**src/rtl/fp_round_pipe_if.sv**
```systemverilog
// fp_round_pipe_if: upstream uround_res_t beat and downstream rounded-result beat for fp_round_pipe.
// FP_FORMAT: 0 = FP32, 1 = FP64, 2 = FP16.
interface fp_round_pipe_if #(parameter int unsigned FP_FORMAT = 0);
   localparam int unsigned EXP_WIDTH  = FP_FORMAT == 1 ? 11 : FP_FORMAT == 2 ? 5 : 8;
   localparam int unsigned MANT_WIDTH = FP_FORMAT == 1 ? 52 : FP_FORMAT == 2 ? 10 : 23;
   localparam int unsigned FP_WIDTH   = 1 + EXP_WIDTH + MANT_WIDTH;
   typedef struct packed {
      logic [FP_WIDTH-1:0] u_result;
      logic [1:0]          rs;
      logic                round_en;
      logic                invalid;
      logic [1:0]          exp_cout;
   } uround_res_t;
   uround_res_t         urnd_result_i;
   logic [2:0]          rnd_mode_i;
   logic                valid_i;
   logic                ready_o;
   logic [FP_WIDTH-1:0] result_o;
   logic [4:0]          fflags_o;
   logic                valid_o;
   logic                ready_i;
   modport master (output urnd_result_i, rnd_mode_i, valid_i, ready_i,
                   input  ready_o, result_o, fflags_o, valid_o);
   modport slave  (input  urnd_result_i, rnd_mode_i, valid_i, ready_i,
                   output ready_o, result_o, fflags_o, valid_o);
endinterface

```
**src/rtl/fp_round_pipe.sv**
```systemverilog
// fp_round_pipe: two-stage elastic rounding/packing of uround_res_t into an IEEE-754 result plus fflags.
// Optional FP_ROUND_STICKY_FLAGS_EN adds clr_flags_i / fflags_acc_o sticky flag accumulator.
module fp_round_pipe #(
   parameter int unsigned FP_FORMAT = 0
) (
   input  logic clk_i,
   input  logic rst_ni,
`ifdef FP_ROUND_STICKY_FLAGS_EN
   input  logic       clr_flags_i,
   output logic [4:0] fflags_acc_o,
`endif
   fp_round_pipe_if.slave bus
);
   localparam int unsigned EW = FP_FORMAT == 1 ? 11 : FP_FORMAT == 2 ? 5 : 8;
   localparam int unsigned MW = FP_FORMAT == 1 ? 52 : FP_FORMAT == 2 ? 10 : 23;
   localparam int unsigned W  = 1 + EW + MW;

   logic          s1_valid_q, s1_valid_d, s2_valid_q, s2_valid_d;
   logic          adv2, ld1, ld2;
   logic [W-1:0]  u1_q;
   logic [1:0]    rs1_q, cout1_q;
   logic          en1_q, inv1_q;
   logic [2:0]    rm1_q;
   logic [W-1:0]  res_q, res_d;
   logic [4:0]    flg_q, flg_d;
   logic          sign, rne, inc, inexact, of, uf, to_inf;
   logic [EW+MW-1:0] sum, near;

   assign adv2        = !s2_valid_q | bus.ready_i;
   assign bus.ready_o = !s1_valid_q | adv2;
   assign ld1         = bus.valid_i & bus.ready_o;
   assign ld2         = s1_valid_q & adv2;
   assign s1_valid_d  = ld1 | (s1_valid_q & !adv2);
   assign s2_valid_d  = adv2 ? s1_valid_q : s2_valid_q;

   // Overflow is also judged on the round-to-nearest magnitude, so truncating modes still flag OF.
   always_comb begin
      sign    = u1_q[W-1];
      rne     = rm1_q == 3'b000 || rm1_q > 3'b100;
      inexact = |rs1_q;
      inc     = rne            ? rs1_q[1] & (rs1_q[0] | u1_q[0]) :
                rm1_q == 3'b010 ? sign & inexact :
                rm1_q == 3'b011 ? !sign & inexact :
                rm1_q == 3'b100 ? rs1_q[1] : 1'b0;
      sum     = u1_q[W-2:0] + {{(EW+MW-1){1'b0}}, inc};
      near    = u1_q[W-2:0] + {{(EW+MW-1){1'b0}}, rs1_q[1]};
      of      = cout1_q == 2'b01 || &u1_q[W-2:MW] || &sum[EW+MW-1:MW] || &near[EW+MW-1:MW];
      uf      = cout1_q[1] || ~|u1_q[W-2:MW];
      to_inf  = rne || rm1_q == 3'b100 || (rm1_q == 3'b010 && sign) || (rm1_q == 3'b011 && !sign);
      res_d   = !en1_q ? u1_q :
                of     ? (to_inf ? {sign, {EW{1'b1}}, {MW{1'b0}}} : {sign, {(EW-1){1'b1}}, 1'b0, {MW{1'b1}}}) :
                uf     ? {sign, {(W-1){1'b0}}} : {sign, sum};
      flg_d   = {inv1_q, 1'b0, en1_q & of, en1_q & !of & uf, en1_q & (of | uf | inexact)};
   end

   always_ff @(posedge clk_i or negedge rst_ni) begin
      if (!rst_ni) begin
         s1_valid_q <= 1'b0;
         s2_valid_q <= 1'b0;
         u1_q       <= '0;
         rs1_q      <= '0;
         cout1_q    <= '0;
         en1_q      <= 1'b0;
         inv1_q     <= 1'b0;
         rm1_q      <= '0;
         res_q      <= '0;
         flg_q      <= '0;
      end else begin
         s1_valid_q <= s1_valid_d;
         s2_valid_q <= s2_valid_d;
         if (ld1) begin
            u1_q    <= bus.urnd_result_i.u_result;
            rs1_q   <= bus.urnd_result_i.rs;
            cout1_q <= bus.urnd_result_i.exp_cout;
            en1_q   <= bus.urnd_result_i.round_en;
            inv1_q  <= bus.urnd_result_i.invalid;
            rm1_q   <= bus.rnd_mode_i;
         end
         if (ld2) begin
            res_q <= res_d;
            flg_q <= flg_d;
         end
      end
   end

   assign bus.valid_o  = s2_valid_q;
   assign bus.result_o = res_q;
   assign bus.fflags_o = flg_q;

`ifdef FP_ROUND_STICKY_FLAGS_EN
   logic [4:0] acc_q;
   always_ff @(posedge clk_i or negedge rst_ni) begin
      if (!rst_ni) acc_q <= '0;
      else         acc_q <= clr_flags_i ? '0 : acc_q | ({5{bus.valid_o & bus.ready_i}} & flg_q);
   end
   assign fflags_acc_o = acc_q;
`endif
endmodule
```
**src/flat_wrapper.sv**
```systemverilog
// flat-port wrapper written by rule: the top's interface ports become plain ports
module fp_round_pipe_flat 
#(
   parameter int unsigned FP_FORMAT = 0
)
  (clk_i, rst_ni, bus_urnd_result_i, bus_rnd_mode_i, bus_valid_i, bus_ready_i, bus_ready_o, bus_result_o, bus_fflags_o, bus_valid_o);
  fp_round_pipe_if #(.FP_FORMAT(FP_FORMAT)) bus_i ();
  input  logic clk_i;
  input  logic rst_ni;
  input wire logic [$bits(bus_i.urnd_result_i)-1:0] bus_urnd_result_i;
  input wire logic [$bits(bus_i.rnd_mode_i)-1:0] bus_rnd_mode_i;
  input wire logic [$bits(bus_i.valid_i)-1:0] bus_valid_i;
  input wire logic [$bits(bus_i.ready_i)-1:0] bus_ready_i;
  output wire logic [$bits(bus_i.ready_o)-1:0] bus_ready_o;
  output wire logic [$bits(bus_i.result_o)-1:0] bus_result_o;
  output wire logic [$bits(bus_i.fflags_o)-1:0] bus_fflags_o;
  output wire logic [$bits(bus_i.valid_o)-1:0] bus_valid_o;
  assign bus_i.urnd_result_i = bus_urnd_result_i;
  assign bus_i.rnd_mode_i = bus_rnd_mode_i;
  assign bus_i.valid_i = bus_valid_i;
  assign bus_i.ready_i = bus_ready_i;
  assign bus_ready_o = bus_i.ready_o;
  assign bus_result_o = bus_i.result_o;
  assign bus_fflags_o = bus_i.fflags_o;
  assign bus_valid_o = bus_i.valid_o;
  fp_round_pipe #(.FP_FORMAT(FP_FORMAT)) u_core (.clk_i(clk_i), .rst_ni(rst_ni), .bus(bus_i));
endmodule
```
**config.mk**
```make
export PLATFORM = sky130hd
export DESIGN_NAME = fp_round_pipe_flat
export DESIGN_NICKNAME = d
export VERILOG_FILES = /design/src/rtl/fp_round_pipe_if.sv /design/src/rtl/fp_round_pipe.sv /design/src/flat_wrapper.sv
export SDC_FILE = /design/constraint.sdc
export NUM_CORES = 1
export LEC_CHECK = 0
export CAP_MARGIN = 20
export CORE_MARGIN = 2
export CORE_UTILIZATION = 45
export DETAILED_ROUTE_END_ITERATION = 8
export HOLD_SLACK_MARGIN = 0.05
export PLACE_DENSITY = 0.79
export SLEW_MARGIN = 20
export SYNTH_ARGS = -nofsm -noshare
export SYNTH_HDL_FRONTEND = slang
export SYNTH_SLANG_ARGS = --single-unit
export TNS_END_PERCENT = 100
```
**constraint.sdc**
```tcl
create_clock -name clk_i -period 5.1 [get_ports clk_i]
set_input_delay 0.765 -clock clk_i [delete_from_list [all_inputs] [get_ports clk_i]]
set_output_delay 0.765 -clock clk_i [all_outputs]
set_load 0.03 [all_outputs]
```
Word level (Yosys, flattened, before mapping)
Cells that the tools add are included.
{ "totals": {"rom_bits": 0, "mem_bits_rw": 0, "word_cells": 63, "reg_bits": 79, "latchBits": 0, "n_memories": 0} }
{ "op_classes": {"n_mul": 0, "n_lt_le_gt_ge": 1, "eq_ne": 4, "div": 0, "bitwise_logic": 16, "shift": 0, "reduce_logical": 22, "muxes": 8, "n_addsub": 2} }
{ "ops": {"columns": ["cell", "count"], "rows": [
  ["two-way mux 31 bit", 3],
  ["adder 31 x 1 -> 31 bit", 2],
  ["two-way mux 24 bit", 1],
  ["AND reduction 8 bit", 3],
  ["AND 1 bit", 10],
  ["logical OR 1 bit", 8],
  ["OR reduction 8 bit", 1],
  ["== test 3 x 2 -> 1 bit, second input constant", 2],
  ["zero test 1 bit", 6],
  ["bitwise OR 1 bit", 6],
  ["two-way mux 1 bit", 4],
  ["== test 3 bit, second input constant", 1],
  ["greater-than comparator 3 bit, second input constant", 1],
  ["zero test 3 bit", 1],
  ["== test 2 x 1 -> 1 bit, second input constant", 1],
  ["logical AND 1 bit", 2],
  ["OR reduction 2 bit", 1]
]} }

Logic depth before layout (Yosys ltp)
{ "logic_depth": {"word_depth": 12, "depth_mapped": 17} }

Worst setup path after synthesis
Ideal clock, no wire load.
{ "synth_timing": {"path_type": "reg-to-reg", "startpoint": "register u_core.rm1_q[0]", "endpoint": "register u_core.res_q[30] (netlist: u_core.bus.result_o[30])", "required_time_ps": 4974, "arrival_time_ps": 3438, "slack_ps": 1535, "setup_ps": 126, "path_stages_with_launch": 17, "path_buffers": 1, "cell_sequence": "dfrtp_1 -> or2_2 -> ha_1 -> a211oi_1 -> a21oi_1 -> nor2_1 -> ha_1 -> ha_1 -> and3_1 -> nand3_1 -> o31a_1 -> o2111ai_2 -> a2111oi_4 -> nor3_4 -> buf_6 -> o31ai_1 -> a221o_1"} }
{ "synth_between": {"elab_chain_len": 11, "elab_cells_between_ends": 17, "cone_classes": "add/sub (1); order compare (1); eq/ne (3); mux (7); reduce/logical (5)"} }
{ "synth_rtl": {"columns": ["item", "line_no", "rtl"], "rows": [
  ["start: declaration", "fp_round_pipe.sv:23", "logic [2:0] rm1_q;"],
  ["start signal: assignment", "fp_round_pipe.sv:77", "rm1_q <= bus.rnd_mode_i;"],
  ["== test 3 bit", "fp_round_pipe.sv:44", "rm1_q == 3'b100 ? rs1_q[1] : 1'b0;"],
  ["two-way mux 1 bit", "fp_round_pipe.sv:44", null],
  ["two-way mux 1 bit", "fp_round_pipe.sv:43", "rm1_q == 3'b011 ? !sign & inexact :"],
  ["two-way mux 1 bit", "fp_round_pipe.sv:42", "rm1_q == 3'b010 ? sign & inexact :"],
  ["two-way mux 1 bit (*)", "fp_round_pipe.sv:41", "inc = rne ? rs1_q[1] & (rs1_q[0] | u1_q[0]) :"],
  ["adder 31 x 1 -> 31 bit (*)", "fp_round_pipe.sv:45", "sum = u1_q[W-2:0] + {{(EW+MW-1){1'b0}}, inc};"],
  ["AND reduction 8 bit", "fp_round_pipe.sv:47", "of = cout1_q == 2'b01 || &u1_q[W-2:MW] || &sum[EW+MW-1:MW] || &near[EW+MW-1:MW];"],
  ["logical OR 1 bit (2 in a row)", "fp_round_pipe.sv:47", null],
  ["two-way mux 31 bit (*)", "fp_round_pipe.sv:51", "of ? (to_inf ? {sign, {EW{1'b1}}, {MW{1'b0}}} : {sign, {(EW-1){1'b1}}, 1'b0, {MW{1'b1}}}) :"],
  ["two-way mux 31 bit (*)", "fp_round_pipe.sv:50", "res_d = !en1_q ? u1_q :"],
  ["end signal: assignment", "fp_round_pipe.sv:80", "res_q <= res_d;"],
  ["end: declaration", "fp_round_pipe.sv:24", "logic [W-1:0] res_q, res_d;"]
]} }
Every way passes the cells marked *; elsewhere a longest branch is shown, timed or not.
A chain may end at the register's enable or synchronous reset.

Worst setup path in the final report
{ "layout_timing": {"startpoint": "register u_core.rm1_q[0]", "endpoint": "register u_core.res_q[11] (netlist: u_core.bus.result_o[11])"} }
{ "layout_between": {"elab_chain_len": 11, "elab_cells_between_ends": 23, "cone_classes": "add/sub (1); order compare (1); eq/ne (3); mux (8); reduce/logical (10)"} }
{ "layout_rtl": {"columns": ["item", "line_no"], "rows": [
  ["== test 3 bit", "fp_round_pipe.sv:44, fp_round_pipe.sv:49"],
  ["two-way mux 1 bit", "fp_round_pipe.sv:44"],
  ["two-way mux 1 bit", "fp_round_pipe.sv:43"],
  ["two-way mux 1 bit", "fp_round_pipe.sv:42"],
  ["two-way mux 1 bit", "fp_round_pipe.sv:41"],
  ["adder 31 x 1 -> 31 bit", "fp_round_pipe.sv:45"],
  ["AND reduction 8 bit", "fp_round_pipe.sv:47"],
  ["logical OR 1 bit (2 in a row)", "fp_round_pipe.sv:47"],
  ["two-way mux 31 bit (*)", "fp_round_pipe.sv:51"],
  ["two-way mux 31 bit (*)", "fp_round_pipe.sv:50"]
]} }
Marks and branches as above.

==> metrics.md <==
| Metric | Value |
|---|---|
| Status | finished, final reports clean |
| Flop2flop setup slack | 0.88 ns |
| Clock slew at reported path FFs | 0.08 ns |
| DPL Wire Length | 8.59 mm |
| Worst setup path start | u_core.rm1_q[0] |
| Number of flops mapped to enable cells by yosys | 0 |
| GRT Residual Overflow | 0 |
| Drt pass-1 iters | 5 |
| Synth Cell Area | 0.00437 sq mm |
| Resize count post-CTS | 0 |
| Worst Path Buf+Inv | 0 |
| Remaining DRCs | 0 |
| Worst-skew pair later-pin latency | 0.36 ns |
| Area Overhead vs Synth | 24.6% |
| Pwr Total | 2070 uW |
| DP Area | 0.00526 sq mm |
| Die area | 0.0105 sq mm |
| CP Cell Sequence | or2_2 > ha_1 > a211oi_1 > a21oi_1 > nor2_1 > ha_1 > ha_1 > nand3_1 > nor4_1 > nand4b_1 > a2111oi_4 > nor3_4 > nand2_1 > o211ai_1 |
| Slew of the pin with the lowest slew margin | 0.992 ns |
| Clock root cell | clkbuf_8 |
| LEAKAGE | 0.00219 uW |
| Via/cell ratio | 5.94 |
| Met3 Use GR | 0.0332 |
| Core area | 0.00933 sq mm |
| Initial antenna violation count | 0 |
| Post-synth top cells | dfrtp_1, mux2_2, nand2_1 |
| CP Class | register to register |
| Crit path max-delay family | simple AND/OR/NAND/NOR gates |
| Total of max-cap violations | 0 |
| Sequential fraction of the synthesis area | 0.452 |
| Ports | 84 |
| CTS tree | done |
| Synth cell types | 53 |
| Layout cells sized above 1 | 0.150 |
| M1 GR Usage | 0.360 |
| Hold Vio Cnt, Final | 0 |
| Main synth FF type | dfrtp_1 |
| Max stage delay on crit path | 0.58 ns |
| Critical path's slowest cell | a2111oi_4 |
| Busiest layer in global routing | met1 |
| Vias in the first global route | 3677 |
| Avg WL per Cell | 18.6 microns |
| Min Tclk post-route | 4.22 ns |
| Post-synthesis async set-or-reset flop share | 1.00 |
| DRT iter0 DRCs | 268 |
| Post-Syn Nets | 490 |
| PortBufs | 82 |
| Maximum VDD drop | 0.190 mV |
| Final Skew | 0.0146 ns |
| Initial Util | 0.469 |
| Non-filler instance count after layout | 644 |
| Postcts setup bufs | 0 |
| Worst hold path type | register to register |
| Cell taking the most area after synthesis | dfrtp_1 |
| Max_slew headroom | 0.339 |
| CP Capture Point | u_core.bus.result_o[11] |
| F_max | 237 MHz |
| RD Place Congestion | 0.978 |
| Die H | 103 microns |
| PwrDens | 380 mW/mm^2 |
| Final nets | 559 |
| Count leader, synth | dfrtp_1 |
| Startpoint of the worst-slack reg-to-reg timing path | u_core.rm1_q[0] |
| FILL cells | 834 |
| Worst R2R End | u_core.bus.result_o[11] |
| Levels on crit path | 14 |
| R2R cell count | 14 |
| YS warnings | 0 |
| Gr usage total | 0.239 |
| Worst Path Required | 5.30 ns |
| Final Instance Area | 0.00545 sq mm |
| Post-Route WL | 12.0 mm |
| Final setup fails | 0 |
| Slew Limit Fails | 0 |
| Clock Tree Buf Depth | 2 |
| Unrepaired setup endpoints after global routing | false |
| Vias | 3828 |
| First-pass GRT wire length | 19.4 mm |
| CP Launch Type | register |
| Cts bufs inserted | 9 |
| Synth top area share | 0.452 |
| Yosys reg bits | 79 |
| Syn_area_per_cell | 9.91 sq um |
| Dpl cells | 628 |
| Hold Slack | 0.477 ns |
| Total clock sinks | 79 |
| Site Rows | 35 |
| Width of the die | 103 microns |
| Final worst-path cycle share | 0.828 |
| Data arrival, critical path | 4.42 ns |
| Largest net degree at the start of global routing | 80 |
| Setup TNS | 0 ns |
| Setup crit end kind | register |
| Post-CTS Hold Buffers | 0 |
| Area contributors post-synth | dfrtp_1, mux2_2, nand2_1 |
| Critical Path Fanout Max | 12 |
| Register area | 0.00198 sq mm |
| Most used cell, CP | ha_1 |
| ANT cells | 0 |
| H-tree depth | 3 |
| Area of the multi-input gates | 0.00223 sq mm |
| Gate count after technology mapping | 441 |
| M2 GR Usage | 0.359 |
| Post-DRT Antenna Nets | 0 |
cells by family after synthesis:
kind of cell,count (synthesis),synth area share
compound gates,96,0.152
xor+xnor,16,0.0321
fa+ha+maj,4,0.0114
buf+inv,39,0.0375
flops,79,0.452
mux,42,0.108
other cells,1,0.000858
simple gates,164,0.206
worst min-delay path, cell delays in order (launching register included):
cell and delay [ns]:
dfrtp_1 0.35, nand2_1 0.05, nand2_1 0.05
worst min-delay path by stage:
| stage | from | to | cells after the start |
|---|---|---|---|
| final | u_core.inv1_q | u_core.bus.fflags_o[4] | 2 |
| after global routing | u_core.bus.result_o[31] | u_core.bus.result_o[31] | 2 |
| after CTS | u_core.inv1_q | u_core.bus.fflags_o[4] | 2 |
| after detailed placement | u_core.inv1_q | u_core.bus.fflags_o[4] | 2 |
| after global placement | u_core.inv1_q | u_core.bus.fflags_o[4] | 2 |
| after floorplan | u_core.inv1_q | u_core.bus.fflags_o[4] | 2 |
cells in the final DEF (no fill, tap or decap), types with 2 or more instances in the layout:
master and n:
clkdlybuf4s50_1 81, or2_2 2, o21ai_0 12, and2_1 2, xnor2_1 9, a221oi_2 2, a221o_1 3, nand2b_1 6
or4_4 2, nand2_1 40, or3_1 3, nor2_1 21, dfrtp_1 79, a21o_1 5, mux2_2 42, and4_1 3
nor4_1 9, nor2b_1 3, clkinvlp_4 3, a31oi_1 7, clkinv_2 2, a21boi_0 3, nand4_1 14, clkbuf_8 11
ha_1 4, inv_1 10, o31a_1 2, o21ai_1 6, o31ai_1 3, nor3_1 11, xor2_1 7, and3_1 23
o211ai_1 17, buf_4 6, nand3_1 18, a21oi_1 27
metrics by stage:
step	setup WS (ns)	utilization
after floorplan	1.54	-
after global placement	1.17	0.564
after detailed placement	1.01	0.564
after CTS	0.987	0.584
after global routing	0.575	0.584
final	0.879	0.584
metal layers:
layer,part of all wire,wire [microns]
met1,0.44,5330
met2,0.46,5510
met3,0.085,1030
met4,0.010,120
met5,0,0
power by group:
group	leakage, uW	internal [uW]	switching [uW]
Combinational	0.00115	326	398
Sequential	0.000949	754	150
Clock	0.0000873	202	239
area by class of cell:
| cell class | count | share of cell area |
|---|---|---|
| multi-input combinational | 323 | 0.410 |
| sequential | 79 | 0.363 |
| timing repair buffer | 87 | 0.157 |
| tap | 129 | 0.0296 |
| clock buffer | 11 | 0.0278 |
| inverter | 10 | 0.00689 |
| clock inverter | 5 | 0.00597 |
registers in the layout (all words and copies together), names as in the netlist:
name and flops:
u_core.en1_q 1, u_core.u1_q 32, u_core.bus.valid_o 1, u_core.bus.fflags_o 4, u_core.cout1_q 2, u_core.inv1_q 1
u_core.rm1_q 3, u_core.rs1_q 2, u_core.s1_valid_q 1, u_core.bus.result_o 32
Power figures use the tool's default switching activity.
